[config.mk]
export PLATFORM = sky130hd
export DESIGN_NAME = uart_rx_sampler
export DESIGN_NICKNAME = d
export VERILOG_FILES = /design/src/rtl/uart_pkg.sv /design/src/rtl/uart_rx_bit_sampler.sv /design/src/rtl/uart_rx_sampler.sv
export SDC_FILE = /design/constraint.sdc
export NUM_CORES = 1
export LEC_CHECK = 0
export CAP_MARGIN = 20
export CORE_ASPECT_RATIO = 1.4
export CORE_MARGIN = 2
export CORE_UTILIZATION = 30
export CTS_CLUSTER_SIZE = 20
export DETAILED_ROUTE_END_ITERATION = 8
export PLACE_DENSITY = 0.57
export SLEW_MARGIN = 30
export SYNTH_ARGS = -nofsm -noshare
export SYNTH_HDL_FRONTEND = slang
export SYNTH_SLANG_ARGS = --single-unit
[constraint.sdc]
create_clock -name clk -period 5.6 [get_ports clk]
set_clock_uncertainty 0.2 [all_clocks]
set_input_delay 1.12 -clock clk [delete_from_list [all_inputs] [get_ports clk]]
set_output_delay 1.12 -clock clk [all_outputs]
set_load 0.1 [all_outputs]
[src/rtl/uart_pkg.sv]
// Shared types and constants for the UART receive path.
package uart_pkg;

  // Receive FSM states; encoding is also what the debug output reports.
  typedef enum logic [2:0] {
    IDLE   = 3'd0,
    START  = 3'd1,
    DATA   = 3'd2,
    PARITY = 3'd3,
    STOP   = 3'd4
  } rx_state_e;

  localparam int OVERSAMPLE  = 16;
  localparam int SAMPLE_MID  = 8;
  localparam int DATA_BITS_7 = 7;
  localparam int DATA_BITS_8 = 8;

  // 2-of-3 majority used for the mid-bit vote.
  function automatic logic majority3(input logic a, input logic b, input logic c);
    return (a & b) | (a & c) | (b & c);
  endfunction

endpackage

[src/rtl/uart_rx_bit_sampler.sv]
// rx synchroniser and 3-sample majority vote around the bit centre.
// The vote is presented combinationally together with vote_stb, which
// marks the baud tick one past the centre (third sample point).
module uart_rx_bit_sampler #(
  parameter int SYNC_STAGES = 2,
  parameter int SAMPLE_MID  = 8
) (
  input  logic       clk,
  input  logic       reset,
  input  logic       baud_clock,
  input  logic       rx,
  input  logic [3:0] tcnt,
  output logic       rx_s,
  output logic       vote_stb,
  output logic       vote
);
  import uart_pkg::*;

  localparam logic [3:0] T_EARLY = 4'(SAMPLE_MID - 1);
  localparam logic [3:0] T_MID   = 4'(SAMPLE_MID);
  localparam logic [3:0] T_LATE  = 4'(SAMPLE_MID + 1);

  logic [SYNC_STAGES-1:0] sync_q;
  logic                   s_early;
  logic                   s_mid;

  // Metastability chain; resets to the idle (high) line level.
  always_ff @(posedge clk) begin
    if (reset) sync_q <= '1;
    else       sync_q <= {sync_q[SYNC_STAGES-2:0], rx};
  end

  assign rx_s = sync_q[SYNC_STAGES-1];

  // Capture the two samples that precede the deciding tick.
  always_ff @(posedge clk) begin
    if (reset) begin
      s_early <= 1'b1;
      s_mid   <= 1'b1;
    end else if (baud_clock) begin
      if (tcnt == T_EARLY) s_early <= rx_s;
      if (tcnt == T_MID)   s_mid   <= rx_s;
    end
  end

  assign vote_stb = baud_clock && (tcnt == T_LATE);
  assign vote     = majority3(s_early, s_mid, rx_s);

endmodule

[src/rtl/uart_rx_sampler.sv]
// UART receive stage: oversampled start/data/parity/stop de-serialiser
// with a one-deep holding register and error/overflow flags.
//
// Holding register handshake: rx_valid = 1 means rx_data, parity_err and
// framing_err describe an unread byte. A one-cycle read_rx_byte while
// rx_valid = 1 consumes it (flags clear next cycle, rx_data holds). A frame
// completing while rx_valid = 1 and no read is dropped and sets the sticky
// overflow flag; a frame completing in the same cycle as a read is loaded.
module uart_rx_sampler #(
  parameter int SYNC_STAGES = 2,
  parameter int SAMPLE_MID  = uart_pkg::SAMPLE_MID
) (
  input  logic       clk,
  input  logic       reset,
  input  logic       baud_clock,
  input  logic       rx,
  input  logic       bit8,
  input  logic       parity_en,
  input  logic       odd_n_even,
  input  logic       read_rx_byte,
  output logic [7:0] rx_data,
  output logic       rx_valid,
  output logic       parity_err,
  output logic       framing_err,
  output logic       overflow,
  output logic [2:0] state_dbg
);
  import uart_pkg::*;

  rx_state_e  state;
  logic [3:0] tcnt;
  logic [2:0] bit_idx;
  logic [7:0] shreg;
  logic       par_bit;

  logic       rx_s;
  logic       vote_stb;
  logic       vote;

  logic       last_bit;
  logic       tcnt_wrap;
  logic       frame_done;
  logic [7:0] frame_data;
  logic       parity_bad;

  uart_rx_bit_sampler #(
    .SYNC_STAGES (SYNC_STAGES),
    .SAMPLE_MID  (SAMPLE_MID)
  ) u_bit_sampler (
    .clk        (clk),
    .reset      (reset),
    .baud_clock (baud_clock),
    .rx         (rx),
    .tcnt       (tcnt),
    .rx_s       (rx_s),
    .vote_stb   (vote_stb),
    .vote       (vote)
  );

  assign last_bit   = (bit_idx == (bit8 ? 3'(DATA_BITS_8 - 1) : 3'(DATA_BITS_7 - 1)));
  assign tcnt_wrap  = (tcnt == 4'(OVERSAMPLE - 1));
  assign frame_done = (state == STOP) && vote_stb;
  assign frame_data = bit8 ? shreg : {1'b0, shreg[6:0]};
  assign parity_bad = ((^frame_data) ^ odd_n_even) != par_bit;
  assign state_dbg  = state;

  // Frame sequencer: bit timing, data shift and parity capture.
  always_ff @(posedge clk) begin
    if (reset) begin
      state   <= IDLE;
      tcnt    <= '0;
      bit_idx <= '0;
      shreg   <= '0;
      par_bit <= 1'b0;
    end else if (baud_clock) begin
      case (state)
        IDLE: begin
          // The detecting tick is tick 0 of the start bit.
          if (!rx_s) begin
            state   <= START;
            tcnt    <= 4'd1;
            bit_idx <= '0;
            shreg   <= '0;
          end
        end
        START: begin
          tcnt <= tcnt + 4'd1;
          if (vote_stb && vote) begin
            state <= IDLE;
            tcnt  <= '0;
          end else if (tcnt_wrap) begin
            state <= DATA;
          end
        end
        DATA: begin
          tcnt <= tcnt + 4'd1;
          if (vote_stb) shreg[bit_idx] <= vote;
          if (tcnt_wrap) begin
            if (last_bit) state <= parity_en ? PARITY : STOP;
            else          bit_idx <= bit_idx + 3'd1;
          end
        end
        PARITY: begin
          tcnt <= tcnt + 4'd1;
          if (vote_stb) par_bit <= vote;
          if (tcnt_wrap) state <= STOP;
        end
        STOP: begin
          // Leave mid stop bit so a following start edge is never missed.
          tcnt <= tcnt + 4'd1;
          if (vote_stb) begin
            state <= IDLE;
            tcnt  <= '0;
          end
        end
        default: begin
          state <= IDLE;
          tcnt  <= '0;
        end
      endcase
    end
  end

  // Holding register, error flags and sticky overflow.
  always_ff @(posedge clk) begin
    if (reset) begin
      rx_data     <= '0;
      rx_valid    <= 1'b0;
      parity_err  <= 1'b0;
      framing_err <= 1'b0;
      overflow    <= 1'b0;
    end else if (frame_done) begin
      if (!rx_valid || read_rx_byte) begin
        rx_data     <= frame_data;
        parity_err  <= parity_bad && parity_en;
        framing_err <= !vote;
        rx_valid    <= 1'b1;
      end else begin
        overflow    <= 1'b1;
      end
    end else if (read_rx_byte && rx_valid) begin
      rx_valid    <= 1'b0;
      parity_err  <= 1'b0;
      framing_err <= 1'b0;
      overflow    <= 1'b0;
    end
  end

endmodule

==> summary.md, run 1 <==
| Metric | Value |
|---|---|
| TritonRoute pass-1 iters | `4` |
| CP required | `4.28 ns` |
| Share of layout cells above drive strength 1 | `8.19%` |
| Antenna violations before repair | `0` |
| Remaining Overflow, GRT | `0` |
| Worst-skew pair later-pin latency | `0.29 ns` |
| Cell taking the most area after synthesis | `dfxtp_1` |
| Antenna Cells | `0` |
| Syn_nets | `224` |
| Post-CTS setup repair buffer count | `0` |
| CTS Hold Buffers Added | `0` |
| Initial Util | `31.0%` |
| Min Hold Slack | `0.212 ns` |
| Worst hold path type | `flip-flop to flip-flop` |
| Synthesis-stage register bit count | `35` |
| Synth Instances | `212` |
| Post-Synth Simple-Gate Area | `23.8%` |
| Post-synth EDFFs | `0` |
| I/O pin count | `23` |
| Drt wl/cell | `12.4 um` |
| Power density cells | `246 nW/um^2` |
| Top-area cell type share of the netlist area | `38.6%` |
| Post-DR vias/cell | `4.95` |
| CP startpoint kind | `flip-flop` |
| Peak supply drop | `153 uV` |
| Die width | `69.7 um` |
| Max Fanout on Critical Path | `15` |
| First-pass GRT wire length | `6720 um` |
| Main synth FF type | `dfxtp_1` |
| Largest net degree at the start of global routing | `29` |
| Layout area overhead | `20.3%` |
| Worst slew margin | `35.2%` |
| Synth unique cells | `44` |
| Fin util | `37.3%` |
| Clock transition at path regs | `0.07 ns` |
| Setup TNS Final | `0 ns` |
| Clock root buffer | `clkbuf_8` |
| Met1 wire length | `1580 um` |
| Drt total wl | `3760 um` |
| Post-Synth XOR/XNOR Area | `5.79%` |
| Worst-Margin Slew | `0.970 ns` |
| Fmax | `0.291 GHz` |
| Final setup fails | `0` |
| FP Rows | `33` |
| TritonCTS Buffers | `5` |
| Post-synth top cells | `36 x nor2_1, 35 x dfxtp_1, 15 x mux2i_1, 15 x nand2_1, 14 x a21oi_1` |
| Die area | `6700 um^2` |
| Top post-synthesis cells by area | `dfxtp_1 39%, mux2i_1 8.3%, nor2_1 7.4%` |
| CP Data Arrival Time | `2.11 ns` |
| Max cap viols | `0` |
| Port buffer count | `22` |
| Met3 wire len | `110 um` |
| Top-count cell post-synth | `nor2_1` |
| Post-layout nets | `243` |
| Filler cells | `627` |
| Mux contribution to synthesized area | `9.10%` |
| Ys async rst share | `0%` |
| H-tree depth | `2` |
| DRC viols | `0` |
| Status | `complete, no violations` |
| CP delay by family, top | `buffers and inverters` |
| ANT nets after route | `0` |
| GPL Wtd Cong | `0.774` |
| Fin crit share | `61.3%` |
| Seq/Total Area, Yosys | `38.6%` |
| CP Cell Sequence | `clkdlybuf4s50_1` |
| Largest family of logic cells by synthesized area | `simple AND/OR/NAND/NOR gates` |
| Crit-path max cell delay | `1.23 ns` |
| TritonCTS Sinks | `35` |
| Crit path time final | `3.43 ns` |
| Crit path kind | `flip-flop to output pin` |
| # resized after CTS | `0` |
| Final slew viol count | `0` |
| Synth warnings | `0` |
| Vias in the first global route | `1421` |
| CP max-delay cell | `clkdlybuf4s50_1` |
| CTS tree | `built` |
| Pleak | `0.809 nW` |
| DR WL met2 | `2010 um` |
| Max Used Layer | `met4` |
| CP Capture Type | `output pin` |
| Total GRT Usage | `12.6%` |
| RSZ-0062 raised after global routing | `false` |
| DP Wirelength | `2780 um` |
| Core ar. | `5860 um^2` |
| DR iter-0 viols | `97` |
| Syn Area/Cell | `8.56 um^2` |
| Buf+Inv Stages, Crit Path | `1` |
| Adder-cell share of the synthesized area | `3.38%` |
| Fin. Hold Viols | `0` |
| Cell area after synthesis | `1820 um^2` |
| Total number of vias | `1494` |
| Die Ht | `96.0 um` |
| CTS Buffer Depth | `2` |
| Compound-cell area share of the yosys netlist | `13.9%` |
==> per-layer routing <==
| metal | vias to the layer above | GRT usage, % |
|---|---|---|
| met5 | - | 0 |
| met4 | 0 | 3.85 |
| met3 | 6 | 3.14 |
| met2 | 21 | 22.7 |
| met1 | 696 | 14.8 |
| li1 | 771 | - |
==> cell type report <==
type / count / area (um^2) / area share (%)
multi-input cells: 157 / 1010 / 46.4
flip-flops and latches: 35 / 701 / 32.1
repair buffers: 23 / 228 / 10.4
well taps: 70 / 87.6 / 4.01
clock buffers: 6 / 82.6 / 3.78
inverters: 9 / 36.3 / 1.66
clock inverters: 2 / 35.0 / 1.60
==> state kept, by name, indices dropped and copies added (netlist names) <==
register / flops
rx_data: 8
shreg: 8
tcnt: 4
bit_idx: 3
state_dbg: 3
u_bit_sampler.sync_q: 2
framing_err: 1
overflow: 1
par_bit: 1
parity_err: 1
rx_valid: 1
u_bit_sampler.s_early: 1
u_bit_sampler.s_mid: 1
==> cells in the final DEF, fill, tap and decap left out, types with 4 or more instances in the layout <==
cell type,n
a21oi_1,14
a31oi_1,4
clkbuf_8,6
clkdlybuf4s50_1,22
dfxtp_1,35
ha_1,4
inv_1,8
mux2i_1,15
nand2_1,15
nand3_1,8
nand4b_1,4
nor2_1,36
nor3_1,6
o21ai_0,8
xnor2_1,10
==> logic make-up (layout without fill, tap and decap cells) <==
| family | Yosys count | count (layout) |
|---|---|---|
| buf+inv | 20 | 40 |
| flops | 35 | 35 |
| mux | 16 | 16 |
| compound gates | 37 | 37 |
| xor+xnor | 12 | 12 |
| simple gates | 87 | 87 |
| fa+ha+maj | 5 | 5 |
==> report_power, final <==
group / switching [W] / internal, W
clock: 0.0000946 / 0.000144
sequential: 0.00000464 / 0.000251
combinational: 0.0000271 / 0.0000163
==> worst paths after layout <==
check | start | to | slack, ns | cells past startpoint
worst max-delay path | state_dbg[2]$_SDFFE_PP0P_ | state_dbg[2] | 2.17 | 1
worst min register to register | u_bit_sampler.sync_q[0]$_SDFF_PP1_ | u_bit_sampler.sync_q[1]$_SDFF_PP1_ | 0.21 | 1
worst min-delay path | u_bit_sampler.sync_q[0]$_SDFF_PP1_ | u_bit_sampler.sync_q[1]$_SDFF_PP1_ | 0.21 | 1
worst max register to register | tcnt[0]$_SDFFE_PP0N_ | parity_err$_SDFFE_PP0P_ | 3.08 | 4
==> metrics by stage <==
stage	instances	setup WS (ns)	area (um^2)	total power [W]
finish	302	2.17	2180	0.000538
floorplan	212	2.94	1820	0.000292
CTS	302	2.15	2180	0.000544
global placement	294	1.99	2070	0.000306
detailed placement	294	1.90	2070	0.000306
global route	302	2.03	2180	0.000561
(Power assumes the default switching activity.)
==> inputs of run 2 (changes only) <==
PLACE_DENSITY = 0.59   (was 0.57)
clock period = 3 ns   (was 5.6 ns; I/O delays follow)
==> run 2 against run 1 <==
Against the previous run: sequential share of layout area rose by 0.56 points; routed wire length rose by 3.1%; sequential power rose by 87%; critical path type is now input port to flip-flop; combinational power rose by 97%; non-clock buffer count rose by 4; die area did not move; via count fell by 0.40%; sequential cell count did not move; first-iteration DRC count fell by 28%.
==> summary.md, run 2 (synthesized netlist as in run 1, its figures left out) <==
| Metric | Value |
|---|---|
| Drt wl/cell | `12.7 um` |
| Commonest non-fill, non-tap cell in the layout | `nor2_1` |
| Worst hold path type | `flip-flop to flip-flop` |
| RSZ-0062 raised after global routing | `false` |
| Crit path kind | `input port to flip-flop` |
| Fin. Hold Viols | `0` |
| TritonCTS Sinks | `35` |
| Peak supply drop | `170 uV` |
| Post-DR vias/cell | `4.88` |
| Reg2Reg Depth | `6` |
| CTS Buffer Depth | `2` |
| R2r startpoint | `tcnt[0]$_SDFFE_PP0N_` |
| Clock root buffer | `clkbuf_8` |
| Die area | `6700 um^2` |
| Die Ht | `96.0 um` |
| Post-layout nets | `247` |
| CTS tree | `built` |
| Most frequent cells in the layout | `36 x nor2_1, 35 x dfxtp_1, 20 x buf_4` |
| Total number of vias | `1488` |
| I/O pin count | `23` |
| Vias in the first global route | `1377` |
| Core ar. | `5860 um^2` |
| Die width | `69.7 um` |
| CP required | `2.98 ns` |
| FP Rows | `33` |
| DR WL met2 | `1950 um` |
| Min Hold Slack | `0.220 ns` |
| DR iter-0 viols | `70` |
| First-pass GRT wire length | `6530 um` |
| Power density cells | `424 nW/um^2` |
| DP Wirelength | `2860 um` |
| Hold depth | `1` |
| Cells after DPL | `298` |
| Min-delay src | `u_bit_sampler.sync_q[0]$_SDFF_PP1_` |
| Setup TNS Final | `0 ns` |
| Met1 wire length | `1730 um` |
| TritonRoute pass-1 iters | `4` |
| Final slew viol count | `0` |
| GPL Wtd Cong | `0.822` |
| Largest net degree at the start of global routing | `16` |
| Pleak | `0.845 nW` |
| Share of layout cells above drive strength 1 | `15.7%` |
| Remaining Overflow, GRT | `0` |
| # resized after CTS | `0` |
| Post-CTS setup repair buffer count | `0` |
| Reg2reg end | `state_dbg[1]$_SDFFE_PP0P_` |
| Max Used Layer | `met4` |
| CTS Hold Buffers Added | `0` |
| TritonCTS Buffers | `5` |
| Fin crit share | `80.3%` |
| Antenna violations before repair | `0` |
| DRC viols | `0` |
| H-tree depth | `2` |
| CP Capture Type | `flip-flop` |
| CP Data Arrival Time | `2.39 ns` |
| Initial Util | `31.0%` |
| FF-to-FF setup slack | `0.78 ns` |
| Worst Hold End | `u_bit_sampler.sync_q[1]$_SDFF_PP1_` |
| Max cap viols | `0` |
| Final setup fails | `0` |
| Max Fanout on Critical Path | `10` |
| Cell Count, Final, Fillers Out | `305` |
| Layout area overhead | `18.3%` |
| Fmax | `0.415 GHz` |
| Total design power | `0.000911 W` |
| Clock transition at path regs | `0.07 ns` |
| Worst slew margin | `70.0%` |
| Antenna Cells | `0` |
| ANT nets after route | `0` |
| Worst-Margin Slew | `0.449 ns` |
| Worst-skew pair later-pin latency | `0.29 ns` |
| Met3 wire len | `113 um` |
| Total GRT Usage | `12.5%` |
| Crit path time final | `2.41 ns` |
| CP startpoint kind | `input port` |
| Largest regs | `rx_data x8, shreg x8, tcnt x4` |
| Drt total wl | `3880 um` |
| Status | `complete, no violations` |
| Port buffer count | `22` |
## run 2: changes by cell type in the layout (fill, tap and decap cells not counted)
cell,before,now
buf_4,1,20
clkdlybuf4s50_1,22,7
bufinv_16,1,0
## run 2: worst max-delay path by stage
stage,depth (start not counted),startpoint,to
final,6,baud_clock,state_dbg[1]$_SDFFE_PP0P_
after global routing,6,baud_clock,state_dbg[1]$_SDFFE_PP0P_
after CTS,6,baud_clock,state_dbg[1]$_SDFFE_PP0P_
after detailed placement,6,baud_clock,state_dbg[1]$_SDFFE_PP0P_
after global placement,6,baud_clock,state_dbg[1]$_SDFFE_PP0P_
after floorplan,7,state_dbg[1]$_SDFFE_PP0P_,state_dbg[1]$_SDFFE_PP0P_
## run 2: worst max-delay path: stages
cell and delay, ns:
clkdlybuf4s50_1 0.48, and4b_1 0.46, nand3b_1 0.20, o211ai_2 0.12, nor2_1 0.22, mux2_4 0.31
## run 2: area by class of cell
class	instances	area, um^2
flip-flops and latches	35	701
inverters	9	36.3
fillers	628	3720
clock inverters	1	5.00
repair buffers	27	220
well taps	70	87.6
multi-input cells	157	1010
clock buffers	6	82.6
## run 2: routing by layer
layer,vias to the layer above,GRT usage [%]
li1,784,-
met1,678,14.7
met2,21,21.6
met3,5,3.14
met4,0,5.77
met5,-,0
## run 2: stage by stage
step	setup WS (ns)	utilization, %	area, um^2
final	0.592	36.6	2150
after global placement	0.309	35.1	2060
after CTS	0.602	36.6	2150
after global routing	0.485	36.6	2150
after detailed placement	0.294	35.1	2060
after floorplan	0.345	-	1820
## run 2: power by group
| part | internal (W) | switching, W | leakage, nW |
|---|---|---|---|
| clock network | 0.000180 | 0.000168 | 0.0470 |
| registers | 0.000469 | 0.00000843 | 0.283 |
| logic | 0.0000329 | 0.0000527 | 0.515 |
| total | 0.000682 | 0.000229 | 0.845 |
